--- src/rtl/trap_sequencer.sv ---
// Trap entry/exit sequencer: detects masked status flags, sequences the entry/exit strobes and presents a handler vector.
// Latency: trap 1 edge after a flag is sampled in IDLE, trap_req 1 edge later; trap_req holds until handler_ack.
module trap_sequencer #(
    parameter int               WIDTH    = 20,
    parameter logic [WIDTH-1:0] VEC_BASE = 20'h00F00
) (
    input  logic             clk,
    input  logic             reset,
    input  logic [WIDTH-1:0] status_in,
    input  logic [9:0]       flag_mask,
    input  logic             handler_ack,
    input  logic             handler_done,
    output logic             trap,
    output logic             reg_to_instruction,
    output logic             xorData,
    output logic             trap_req,
    output logic [WIDTH-1:0] trap_vector,
    output logic [3:0]       trap_cause,
    output logic [WIDTH-1:0] saved_status,
    output logic             busy,
    output logic [7:0]       trap_count
);

    typedef enum logic [2:0] {
        IDLE,
        CAPTURE,
        REQUEST,
        HANDLER,
        RESTORE
    } state_t;

    state_t           state_q;
    logic             trap_q;
    logic             rti_q;
    logic             xor_q;
    logic             req_q;
    logic             busy_q;
    logic [WIDTH-1:0] vector_q;
    logic [3:0]       cause_q;
    logic [WIDTH-1:0] saved_q;
    logic [7:0]       count_q;

    logic [9:0]       pending_d;
    logic [3:0]       cause_d;
    logic [WIDTH-1:0] vector_d;

    assign pending_d = status_in[18:9] & flag_mask;

    // Later iterations overwrite earlier ones, so the highest pending index wins.
    always_comb begin
        cause_d = 4'd0;
        for (int i = 0; i < 10; i++) begin
            if (pending_d[i]) begin
                cause_d = 4'(i);
            end
        end
    end

    assign vector_d = VEC_BASE + WIDTH'(cause_d);

    always_ff @(posedge clk) begin
        if (reset) begin
            state_q  <= IDLE;
            trap_q   <= 1'b0;
            rti_q    <= 1'b0;
            xor_q    <= 1'b0;
            req_q    <= 1'b0;
            busy_q   <= 1'b0;
            vector_q <= '0;
            cause_q  <= 4'd0;
            saved_q  <= '0;
            count_q  <= 8'd0;
        end else begin
            rti_q <= 1'b0;
            xor_q <= 1'b0;
            case (state_q)
                IDLE: begin
                    if (|pending_d) begin
                        state_q  <= CAPTURE;
                        trap_q   <= 1'b1;
                        rti_q    <= 1'b1;
                        busy_q   <= 1'b1;
                        saved_q  <= status_in;
                        cause_q  <= cause_d;
                        vector_q <= vector_d;
                        if (count_q != 8'hFF) begin
                            count_q <= count_q + 8'd1;
                        end
                    end
                end
                CAPTURE: begin
                    state_q <= REQUEST;
                    req_q   <= 1'b1;
                end
                REQUEST: begin
                    if (handler_ack) begin
                        state_q <= HANDLER;
                        req_q   <= 1'b0;
                    end
                end
                HANDLER: begin
                    if (handler_done) begin
                        state_q <= RESTORE;
                        xor_q   <= 1'b1;
                    end
                end
                RESTORE: begin
                    state_q <= IDLE;
                    trap_q  <= 1'b0;
                    busy_q  <= 1'b0;
                end
                default: begin
                    state_q <= IDLE;
                    trap_q  <= 1'b0;
                    req_q   <= 1'b0;
                    busy_q  <= 1'b0;
                end
            endcase
        end
    end

    assign trap               = trap_q;
    assign reg_to_instruction = rti_q;
    assign xorData            = xor_q;
    assign trap_req           = req_q;
    assign busy               = busy_q;
    assign trap_vector        = vector_q;
    assign trap_cause         = cause_q;
    assign saved_status       = saved_q;
    assign trap_count         = count_q;

endmodule

--- config.mk ---
export PLATFORM = sky130hd
export DESIGN_NAME = trap_sequencer
export DESIGN_NICKNAME = d
export VERILOG_FILES = /design/src/rtl/trap_sequencer.sv
export SDC_FILE = /design/constraint.sdc
export NUM_CORES = 1
export LEC_CHECK = 0
export CAP_MARGIN = 10
export CORE_ASPECT_RATIO = 0.7
export CORE_UTILIZATION = 37
export CTS_BUF_LIST = sky130_fd_sc_hd__clkbuf_4 sky130_fd_sc_hd__clkbuf_8
export CTS_CLUSTER_SIZE = 28
export DETAILED_ROUTE_END_ITERATION = 10
export GPL_ROUTABILITY_DRIVEN = 0
export PLACE_DENSITY = 0.76
export SLEW_MARGIN = 20
export SYNTH_ARGS = -nofsm -noshare
export SYNTH_HDL_FRONTEND = slang
export SYNTH_SLANG_ARGS = --single-unit
--- constraint.sdc ---
create_clock -name clk -period 1.77 [get_ports clk]
set_clock_uncertainty 0.1 [all_clocks]
set_input_delay 0.4425 -clock clk [delete_from_list [all_inputs] [get_ports clk]]
set_output_delay 0.4425 -clock clk [all_outputs]
set_load 0.005 [all_outputs]
Word-level counts from Yosys, hierarchy flattened
Cells that the tools add are included.

Bits in registers: 59. Input port bits: 34. Output and inout port bits: 57. Logic and storage cells: 54.

$add $sub $neg: 2. Equal/unequal tests: 8. Muxes and demuxes: 19. Bitwise gates (word level): 5. Reductions and logical operators: 11.

Operator list (number): $mux W4 (8); $add A12 B4 Y13 const A (1); $pmux W3 S4 (1); $and A10 B10 Y10 (1); $reduce_or A10 Y1 (1); $mux W3 (3); $add A8 B1 Y8 const B (1); $ne A8 B8 Y1 const B (1); $eq A3 B2 Y1 const B (2); $ne A2 B2 Y1 const B (3); $reduce_and A2 Y1 (3); $reduce_and A3 Y1 (2); $reduce_or A3 Y1 (2); $mux W1 (5); $not A1 Y1 (4); $reduce_or A2 Y1 (2); $eq A3 B1 Y1 const B (1); $eq A3 B3 Y1 const B (1); $logic_not A3 Y1 (1); $pmux W1 S3 (1); $pmux W1 S2 (1).

Logic depth before layout (Yosys ltp)
Gate-level depths: netlist of the first run.

Depth after elaboration: 11. Depth in mapped cells: 6. Mapped depth without buffers: 5.

Least setup slack after synthesis of the first run
No wires, ideal clock.

Path kind: flip-flop to flip-flop. Start point: register state_q[1]. End point: register count_q[5] (netlist: trap_count[5]). Arrival: 1.692 ns. Setup slack: -0.092 ns. Cell stages (with the launch flop): 7. Clock period less this slack: 1.862 ns. Cells stage by stage: dfxtp_1 > clkbuf_2 > or3_4 > a41oi_2 > o21ai_2 > or4_1 > a21oi_1.

Longest elaborated chain between the ends: 2.

RTL lines: start, declared (RTL line 32) `state_t state_q;`; start signal, assigned (RTL line 63) `state_q <= IDLE;`; start signal, assigned (RTL line 79) `state_q <= CAPTURE;`; start signal, assigned (RTL line 92) `state_q <= REQUEST;`; $logic_not A3 Y1 (RTL line 76) `case (state_q)`; $reduce_and A3 Y1 (no line); end signal, assigned (RTL line 87) `count_q <= count_q + 8'd1;`; end, declared (RTL line 41) `logic [7:0] count_q;`.

No other way between the ends. A chain may end at the register's enable or synchronous reset.

Worst setup path in the final report of the first run
Start point: register state_q[0]. End point: register count_q[5] (netlist: trap_count[5]).

Same word-level chain as after synthesis.

==> reports/metrics.yaml, run 1 <==
initial_core_util_pct: 40.22
critical_path_class: "reg -> reg"
avgSynthCellArea_um2: 8.088
cts_buffers: 5
rows: 20
synthArstFlopShare_pct: 0
grt_usage_pct: 19.36
dp_cells: 362
cts_tree: "done"
finalCritPeriodShare_pct: 101.3
status: "finished, violations left"
area_growth_pct: 64.16
drive_above_1_share_pct: 19.12
cp_num_buf_inv: 0
crit_fanout: 5
rsz0062_at_grt: "yes"
min_path_type: "in -> reg"
yosys_register_bits: 40
drt-wirelength-per-cell_um: 13.39
maxCapViolCount: 0
drc_errors: 0
cts_hold_buf: 0
ys_seq_area_share_pct: 44.20
clk_pin_slew_ns: 0.07
die_h_um: 60.55
max_stage_delay_ns: 0.41
synth_flop_cell: "dfxtp_1"
fin_ws_ns: -0.02336
clk_path_buf_depth: 2
yosys_warnings: 0
most-common-layout-cells: "clkdlybuf4s50_1, nand2_1, dfxtp_1"
instances_no_fill: 376
crit_chain: "or3_4, a41oi_4, o21ai_4, or4_1, a21oi_1"
num_vias: 1867
via_per_inst: 4.965
arrival_ns: 1.92
violations: "setup timing"
die_area_mm2: 0.005185
synth_area_mm2: 0.001812
hold_viol_final: 0
io_buffers: 78
first_iter_violations: 60
slowest_stage: "or3_4"
final_util_pct: 66.03
synth_cell_types: 37
gr-total-overflow: 0
mostFrequentLayoutCell: "clkdlybuf4s50_1"
grt_pass1_vias: 1722
ios: 91
leakage_nw: 1.239
slew_violations: 0
nFillCells: 395
powerDensity_mw_per_mm2: 848.6
fin_nets: 353
firstDrtPassIters: 4
fmax_mhz: 557.6
die_w_um: 85.64
design.core.area_mm2: 0.004504
cpLargestDelayFamily: "simple AND/OR/NAND/NOR gates"
place_hpwl_um: 3469
grt_max_degree: 41
crit_required_ns: 1.89
setup_viol: 2
cts_root_buf: "clkbuf_8"
antenna_found_initial: 2
netlist_instances: 224
totalWireLength_um: 5034
clk_latency_ns: 0.29
cts_htree_levels: 2
synth_edf_count: 0
crit_path_end_kind: "register"
ant_nets: 0
startpoint_type: "register"
clock_sinks: 40
vdd_drop_max_mv: 0.4124
grt_pass1_wl_um: 7728
period_needed_ns: 1.793
## layer usage
layer  up-vias  global-route usage (%)  wire [um]
met5         -                       0          0
met4         0                   6.190         72
met3         9                   8.027        429
met2        69                   30.97       2282
met1       854                   24.24       2248
li1        935                       -          -
## sequential cells by signal (all words and copies together), names as in the netlist, 2 cells and up
| register | flops |
|---|---|
| state_q | 3 |
| trap_cause | 3 |
| trap_count | 8 |
| saved_status | 20 |
| trap_vector | 2 |
## final cells by class
type,count,area (um2),area share [%]
Timing Repair Buffer,106,1028,34.58
Multi-Input combinational cell,161,945.9,31.80
Sequential cell,40,813.3,27.35
Clock buffer,8,97.59,3.281
Tap cell,55,68.82,2.314
Inverter,4,15.01,0.5048
Antenna cell,2,5.005,0.1683
## path summary, 6_finish.rpt
kind / to / startpoint / slack, ns / depth (start not counted)
setup reg to reg: trap_count[5] / state_q[0] / -0.02 / 5
setup / recovery: trap_count[5] / state_q[0] / -0.02 / 5
hold reg to reg: saved_status[3] / saved_status[3] / 0.36 / 2
hold / removal: saved_status[9] / status_in[9] / 0.35 / 3
## where the power goes
| part | switching (mW) | internal, mW |
|---|---|---|
| Clock | 0.306 | 0.349 |
| Sequential | 0.0551 | 0.993 |
| Combinational | 0.363 | 0.458 |
## worst reg2reg max path: cells and delay by family, from the launching register on
kind	cells	cell delay, ns
AO/OA/AOI/OAI	3	0.51
flip-flops	1	0.31
AND/OR/NAND/NOR	2	0.81
## cell families (layout without fill, tap and decap cells)
kind of cell,count (synthesis),count (layout),share of synthesized area (%)
other,1,14,0.2070
XOR/XNOR,1,1,0.4835
multiplexers,2,2,1.105
adder cells (fa/ha/maj),1,1,0.6905
buffers and inverters,35,118,11.74
flip-flops,40,40,44.20
AO/OA/AOI/OAI,54,55,18.72
AND/OR/NAND/NOR,90,90,22.86
## cells in the mapped netlist (all sizes together) (2+ instances only)
| cell type | n | area share [%] |
|---|---|---|
| nand2 | 50 | 10 |
| dfxtp | 40 | 44 |
| a21oi | 30 | 8.3 |
| buf | 24 | 9.4 |
| nor2 | 15 | 3.1 |
| clkbuf | 7 | 1.5 |
| a22oi | 6 | 2.5 |
| nand3 | 6 | 1.7 |
| o21ai | 6 | 1.9 |
| a211oi | 4 | 1.7 |
| inv | 4 | 0.83 |
| nor3 | 4 | 1.4 |
| or3 | 4 | 1.9 |
| and4 | 3 | 1.5 |
| a22o | 2 | 1.0 |
| a32o | 2 | 1.1 |
| mux2i | 2 | 1.1 |
| nand2b | 2 | 0.69 |
| nand4 | 2 | 0.69 |
## stage by stage
stage | TNS, ns | power [mW] | cell area [um2] | hold slack [ns] | setup slack [ns]
global route | -0.3517 | 2.667 | 2974 | 0.3541 | -0.08671
CTS | -0.06565 | 2.483 | 2861 | 0.3564 | -0.02917
floorplan | -0.3438 | 1.441 | 1889 | 0.3527 | -0.03853
detailed placement | -15.83 | 1.822 | 2724 | 0.3474 | -0.5947
global placement | -14.77 | 1.812 | 2724 | 0.3415 | -0.5480
finish | -0.03770 | 2.524 | 2974 | 0.3469 | -0.02336
## repair_timing
item,in CTS,in global routing
endpoints found under the hold margin,0,0
endpoints found under the setup margin,40,40
buffers inserted,0,2
gates resized for setup,28,23
pin swaps,7,8
gates cloned,1,1
(Power assumes the default switching activity.)
==> run 2, diff against run 1 <==
Settings changed: CORE_UTILIZATION 37 to 45, DONT_BUFFER_PORTS from default to 1, PLACE_DENSITY 0.76 to 0.6.
==> run 2 against run 1 <==
  * The run still ends with setup timing left
  * Combinational power fell by 42%
  * Critical path depth unchanged
  * Cell count decreased by 24%
  * Routed wire length decreased by 13%
  * Register-to-register slack better by 0.02 ns
  * Final area decreased by 30%
  * Clock power fell by 9.8%
  * First-iteration DRC count is 20% higher
  * Critical path type unchanged
  * Largest power group unchanged
==> reports/metrics.yaml, run 2 (synthesis gave the netlist of run 1 again) <==
status: "finished, violations left"
violations: "setup timing"
crit_required_ns: 1.89  # about the same
fmax_mhz: 564.6  # +1.2%
leakage_nw: 0.8180  # -34%
nFillCells: 354  # -10%
drc_errors: 0  # unchanged
clk_latency_ns: 0.29  # about the same
ios: 91  # unchanged
ant_nets: 0  # unchanged
grt_usage_pct: 19.84  # +0.48 points
finalCritPeriodShare_pct: 100.1  # -1.3 points
die_w_um: 77.84  # -9.1%
cts_tree: "done"
period_needed_ns: 1.771  # -0.02213 ns
regArea_um2: 802.0  # -1.4%
cts_hold_buf: 0  # unchanged
firstDrtPassIters: 4  # unchanged
largest_reg_flops: 20  # unchanged
place_hpwl_um: 2932  # -15%
slew_violations: 0  # unchanged
whs_ns: 0.1178  # -0.2290 ns
fin_ws_ns: -0.001237  # +0.02213 ns
gr-total-overflow: 0  # unchanged
grt_pass1_vias: 1340  # -22%
initial_core_util_pct: 49.05  # +8.8 points
maxCapViolCount: 0  # unchanged
antenna_found_initial: 0  # -2
grt_pass1_wl_um: 6189  # -20%
total_power_mw: 2.135  # -15%
crit_path_end_kind: "register"
hold_viol_final: 0  # unchanged
cts_htree_levels: 2  # unchanged
clk_pin_slew_ns: 0.08  # about the same
rsz0062_at_grt: "yes"
via_per_inst: 5.386  # +8.5%
drt-wirelength-per-cell_um: 15.32  # +14%
most-common-layout-cells: "nand2_1, dfxtp_1, a21oi_1"
fin_nets: 270  # -24%
first_iter_violations: 72  # +20%
io_buffers: 0  # -100%
area_growth_pct: 14.43
totalWireLength_um: 4366  # -13%
num_vias: 1535  # -18%
cts_buffers: 5  # unchanged
startpoint_type: "register"
setup_viol: 1  # -1
reg2reg_slack_ns: -0.001  # +0.02 ns
vdd_drop_max_mv: 0.4751  # +15%
critical_path_class: "reg -> reg"
crit_fanout: 8  # +3
die_h_um: 55.09  # -9.0%
drive_above_1_share_pct: 21.70  # +2.6 points
design.core.area_mm2: 0.003694  # -18%
rows: 18  # -10%
powerDensity_mw_per_mm2: 1030  # +21%
final_util_pct: 56.13  # -9.9 points
mostFrequentLayoutCell: "nand2_1"
min_path_type: "in -> reg"
arrival_ns: 1.89  # -0.03 ns
clock_sinks: 40  # unchanged
clk_path_buf_depth: 2  # unchanged
die_area_mm2: 0.004288  # -17%
diodes: 0  # -2
cts_root_buf: "clkbuf_8"
grt_max_degree: 41  # unchanged
multi_input_area_um2: 927.1  # -2.0%
run 2: cell types whose count changed in the layout (fill, tap and decap cells not counted), moves of 3 or more:
cell             delta
buf_6               -5
dfxtp_1             +5
a21oi_1             -3
dlygate4sd2_1      -15
clkdlybuf4s50_1    -56
dfxtp_2             -3
dlymetal6s2s_1      -6
a21oi_2             +3
run 2: report_power, final:
group | internal, mW | total (mW) | leakage (nW) | switching [mW]
Combinational | 0.213 | 0.474 | 0.444 | 0.261
Clock | 0.284 | 0.591 | 0.0445 | 0.307
Sequential | 0.995 | 1.07 | 0.329 | 0.0753
Total | 1.49 | 2.13 | 0.818 | 0.644
run 2: final cells by class:
class,count,share of cell area (%)
inverters,4,0.7242
clock inverters,1,0.2414
well taps,50,3.017
clock buffers,6,3.681
multi-input cells,161,44.72
repair buffers,23,8.932
flip-flops and latches,40,38.68
run 2: worst paths after layout:
check | startpoint | endpoint | cells past startpoint
worst max-delay path | state_q[2] | trap_count[5] | 5
worst min-delay path | reset | saved_status[1] | 1
worst max register to register | state_q[2] | trap_count[5] | 5
worst min register to register | saved_status[10] | saved_status[10] | 2
run 2: per-layer routing:
metal / track usage, % / share of wire (%) / wire (um)
met1: 22.28 / 44 / 1937
met2: 31.12 / 44 / 1901
met3: 9.672 / 10 / 442
met4: 12.58 / 1.9 / 84
met5: 0 / 0 / 0
run 2: critical path, stage by stage (launching register included):
cell     delay, ns
dfxtp_1       0.31
or3_4         0.41
a41oi_4       0.20
o21ai_4       0.12
or4_4         0.43
a21oi_2       0.14
run 2: what timing repair did:
item                       4_1_cts  5_1_grt
pin swaps                        1        1
cloned                           0        1
setup endpoints to repair       26       29
resized for setup                2       10
setup buffers                    2        0
run 2: metrics by stage:
| stage | setup TNS (ns) | cell area, um2 | setup slack (ns) | std cells |
|---|---|---|---|---|
| global route | -0.1832 | 2073 | -0.08197 | 285 |
| CTS | 0 | 2014 | 0.0005058 | 284 |
| finish | -0.001237 | 2073 | -0.001237 | 285 |
| floorplan | -0.3438 | 1889 | -0.03853 | 235 |
| global placement | -2.597 | 1907 | -0.1352 | 275 |
| detailed placement | -5.050 | 1907 | -0.2224 | 275 |
==> run 3, diff against run 2 <==
Settings changed: CORE_MARGIN from default to 2.
==> run 3 against run 2 <==
  * The run still ends with setup timing left
  * Cell count decreased by 0.70%
  * Critical path depth did not move
  * Utilization down 3.9 points
  * Sequential share of layout area rose by 0.71 points
  * Flip-flop and latch count unchanged
  * Maximum frequency decreased by 2.4%
  * Combinational power decreased by 8.4%
  * First-iteration DRC count shrank 18%
  * Worst hold slack got worse by 0.0025 ns
  * Clock-buffer cell count unchanged
==> reports/metrics.yaml, run 3 (synthesis gave the netlist of run 1 again) <==
placed_area_mm2: 0.001874  # -1.7%
place_hpwl_um: 3018  # +2.9%
totalWireLength_um: 4222  # -3.3%
leakage_nw: 0.7993  # -2.3%
hold_viol_final: 0  # unchanged
ios: 91  # unchanged
most-common-layout-cells: "nand2_1, dfxtp_1, a21oi_1"
cts_tree: "done"
drive_above_1_share_pct: 21.21  # -0.49 points
cts_htree_levels: 2  # unchanged
cp_num_buf_inv: 0  # unchanged
worstMarginPinSlew_ns: 0.5887
drc_errors: 0  # unchanged
die_w_um: 79.84  # +2.6%
cts_root_buf: "clkbuf_8"
vdd_drop_max_mv: 0.4167  # -12%
crit_fanout: 7  # -1
fmax_mhz: 550.9  # -2.4%
clock_sinks: 40  # unchanged
r2r_start: "state_q[1]"
clk_path_buf_depth: 2  # unchanged
diodes: 0  # unchanged
status: "finished, violations left"
via_per_inst: 5.509  # +2.3%
finalSetupTns_ns: -0.09028  # -0.08904 ns
min_path_type: "in -> reg"
crit_required_ns: 1.89  # about the same
antenna_found_initial: 0  # unchanged
final_util_pct: 52.21  # -3.9 points
fin_nets: 265  # -1.9%
period_needed_ns: 1.815  # +0.04384 ns
fin_ws_ns: -0.04508  # -0.04384 ns
max_stage_delay_ns: 0.43  # about the same
grt_max_degree: 41  # unchanged
drt-wirelength-per-cell_um: 14.92  # -2.6%
rows: 19  # +1
cpLargestDelayFamily: "simple AND/OR/NAND/NOR gates"
worstHoldStart: "reset"
instances_no_fill: 283  # -0.70%
reg2reg_slack_ns: -0.05  # -0.04 ns
area_growth_pct: 12.36
clk_pin_slew_ns: 0.08  # about the same
setup_viol: 3  # +2
firstDrtPassIters: 4  # unchanged
slew_violations: 0  # unchanged
max-slew-margin-rel_pct: 60.67
gr-total-overflow: 0  # unchanged
pre_cts_ws_ns: -0.2444  # -0.02198 ns
dp_cells: 274  # -0.36%
hold_depth: 1  # unchanged
violations: "setup timing"
grt_pass1_wl_um: 6727  # +8.7%
grt_usage_pct: 19.04  # -0.79 points
critical_path_class: "reg -> reg"
maxCapViolCount: 0  # unchanged
grt_pass1_vias: 1483  # +11%
arrival_ns: 1.93  # +0.04 ns
clk_latency_ns: 0.29  # about the same
initial_core_util_pct: 46.47  # -2.6 points
slowest_stage: "or3_2"
ant_nets: 0  # unchanged
die_area_mm2: 0.004558  # +6.3%
die_h_um: 57.09  # +3.6%
powerDensity_mw_per_mm2: 1048  # +1.7%
io_buffers: 0  # unchanged
rsz0062_at_grt: "yes"
crit_chain: "or3_4, a41oi_2, o21ai_4, or3_2, a21oi_2"
largest_reg_flops: 20  # unchanged
first_iter_violations: 59  # -18%
startpoint_type: "register"
cts_buffers: 5  # unchanged
crit_path_end_kind: "register"
mostFrequentLayoutCell: "nand2_1"
design.core.area_mm2: 0.003899  # +5.6%
finalCritPeriodShare_pct: 102.5  # +2.5 points
num_vias: 1559  # +1.6%
postLayoutCellArea_mm2: 0.002036  # -1.8%
min_to: "saved_status[8]"
r2r_end: "trap_count[2]"
reg2regPathDepth: 5  # unchanged
==> run 3: worst max path at each step <==
stage,from,endpoint,depth (start not counted)
2_1_floorplan,state_q[1],trap_count[2],6
3_3_place_gp,flag_mask[7],saved_status[13],5
3_5_place_dp,flag_mask[7],saved_status[0],5
4_1_cts,state_q[2],trap_count[4],5
5_1_grt,state_q[1],trap_count[2],5
6_report,state_q[1],trap_count[2],5
==> run 3: area by class of cell <==
class | instances | area, um2
Fill cell | 380 | 1863
Multi-Input combinational cell | 160 | 918.4
Inverter | 4 | 15.01
Clock inverter | 2 | 10.01
Tap cell | 52 | 65.06
Timing Repair Buffer | 19 | 142.6
Sequential cell | 40 | 802.0
Clock buffer | 6 | 82.58
==> run 3: stage by stage <==
step / hold slack (ns) / total power, mW
5_1_grt: 0.09137 / 2.262
3_3_place_gp: 0.3586 / 1.482
3_5_place_dp: 0.3614 / 1.502
2_1_floorplan: 0.3527 / 1.441
4_1_cts: 0.1051 / 2.138
6_report: 0.1154 / 2.133
==> run 3: repair_timing <==
| action | 4_1_cts | 5_1_grt |
|---|---|---|
| pin swaps | 1 | 5 |
| resized for setup | 2 | 14 |
| setup endpoints to repair | 26 | 13 |
| hold buffers | 0 | 0 |
| buffers inserted | 1 | 0 |
==> run 3: report_power, final <==
| group | switching (mW) | internal, mW | leakage [nW] |
|---|---|---|---|
| Clock | 0.316 | 0.311 | 0.0510 |
| Sequential | 0.0768 | 0.994 | 0.329 |
| Combinational | 0.246 | 0.188 | 0.419 |
| Total | 0.639 | 1.49 | 0.799 |
==> run 3: per-layer routing <==
layer	wire length [um]	share of wire, %	vias up	global-route usage (%)
li1	-	-	751	-
met1	1696	40	717	23.71
met2	2011	48	83	30.49
met3	455	11	8	7.278
met4	59	1.4	0	6.780
met5	0	0	-	0
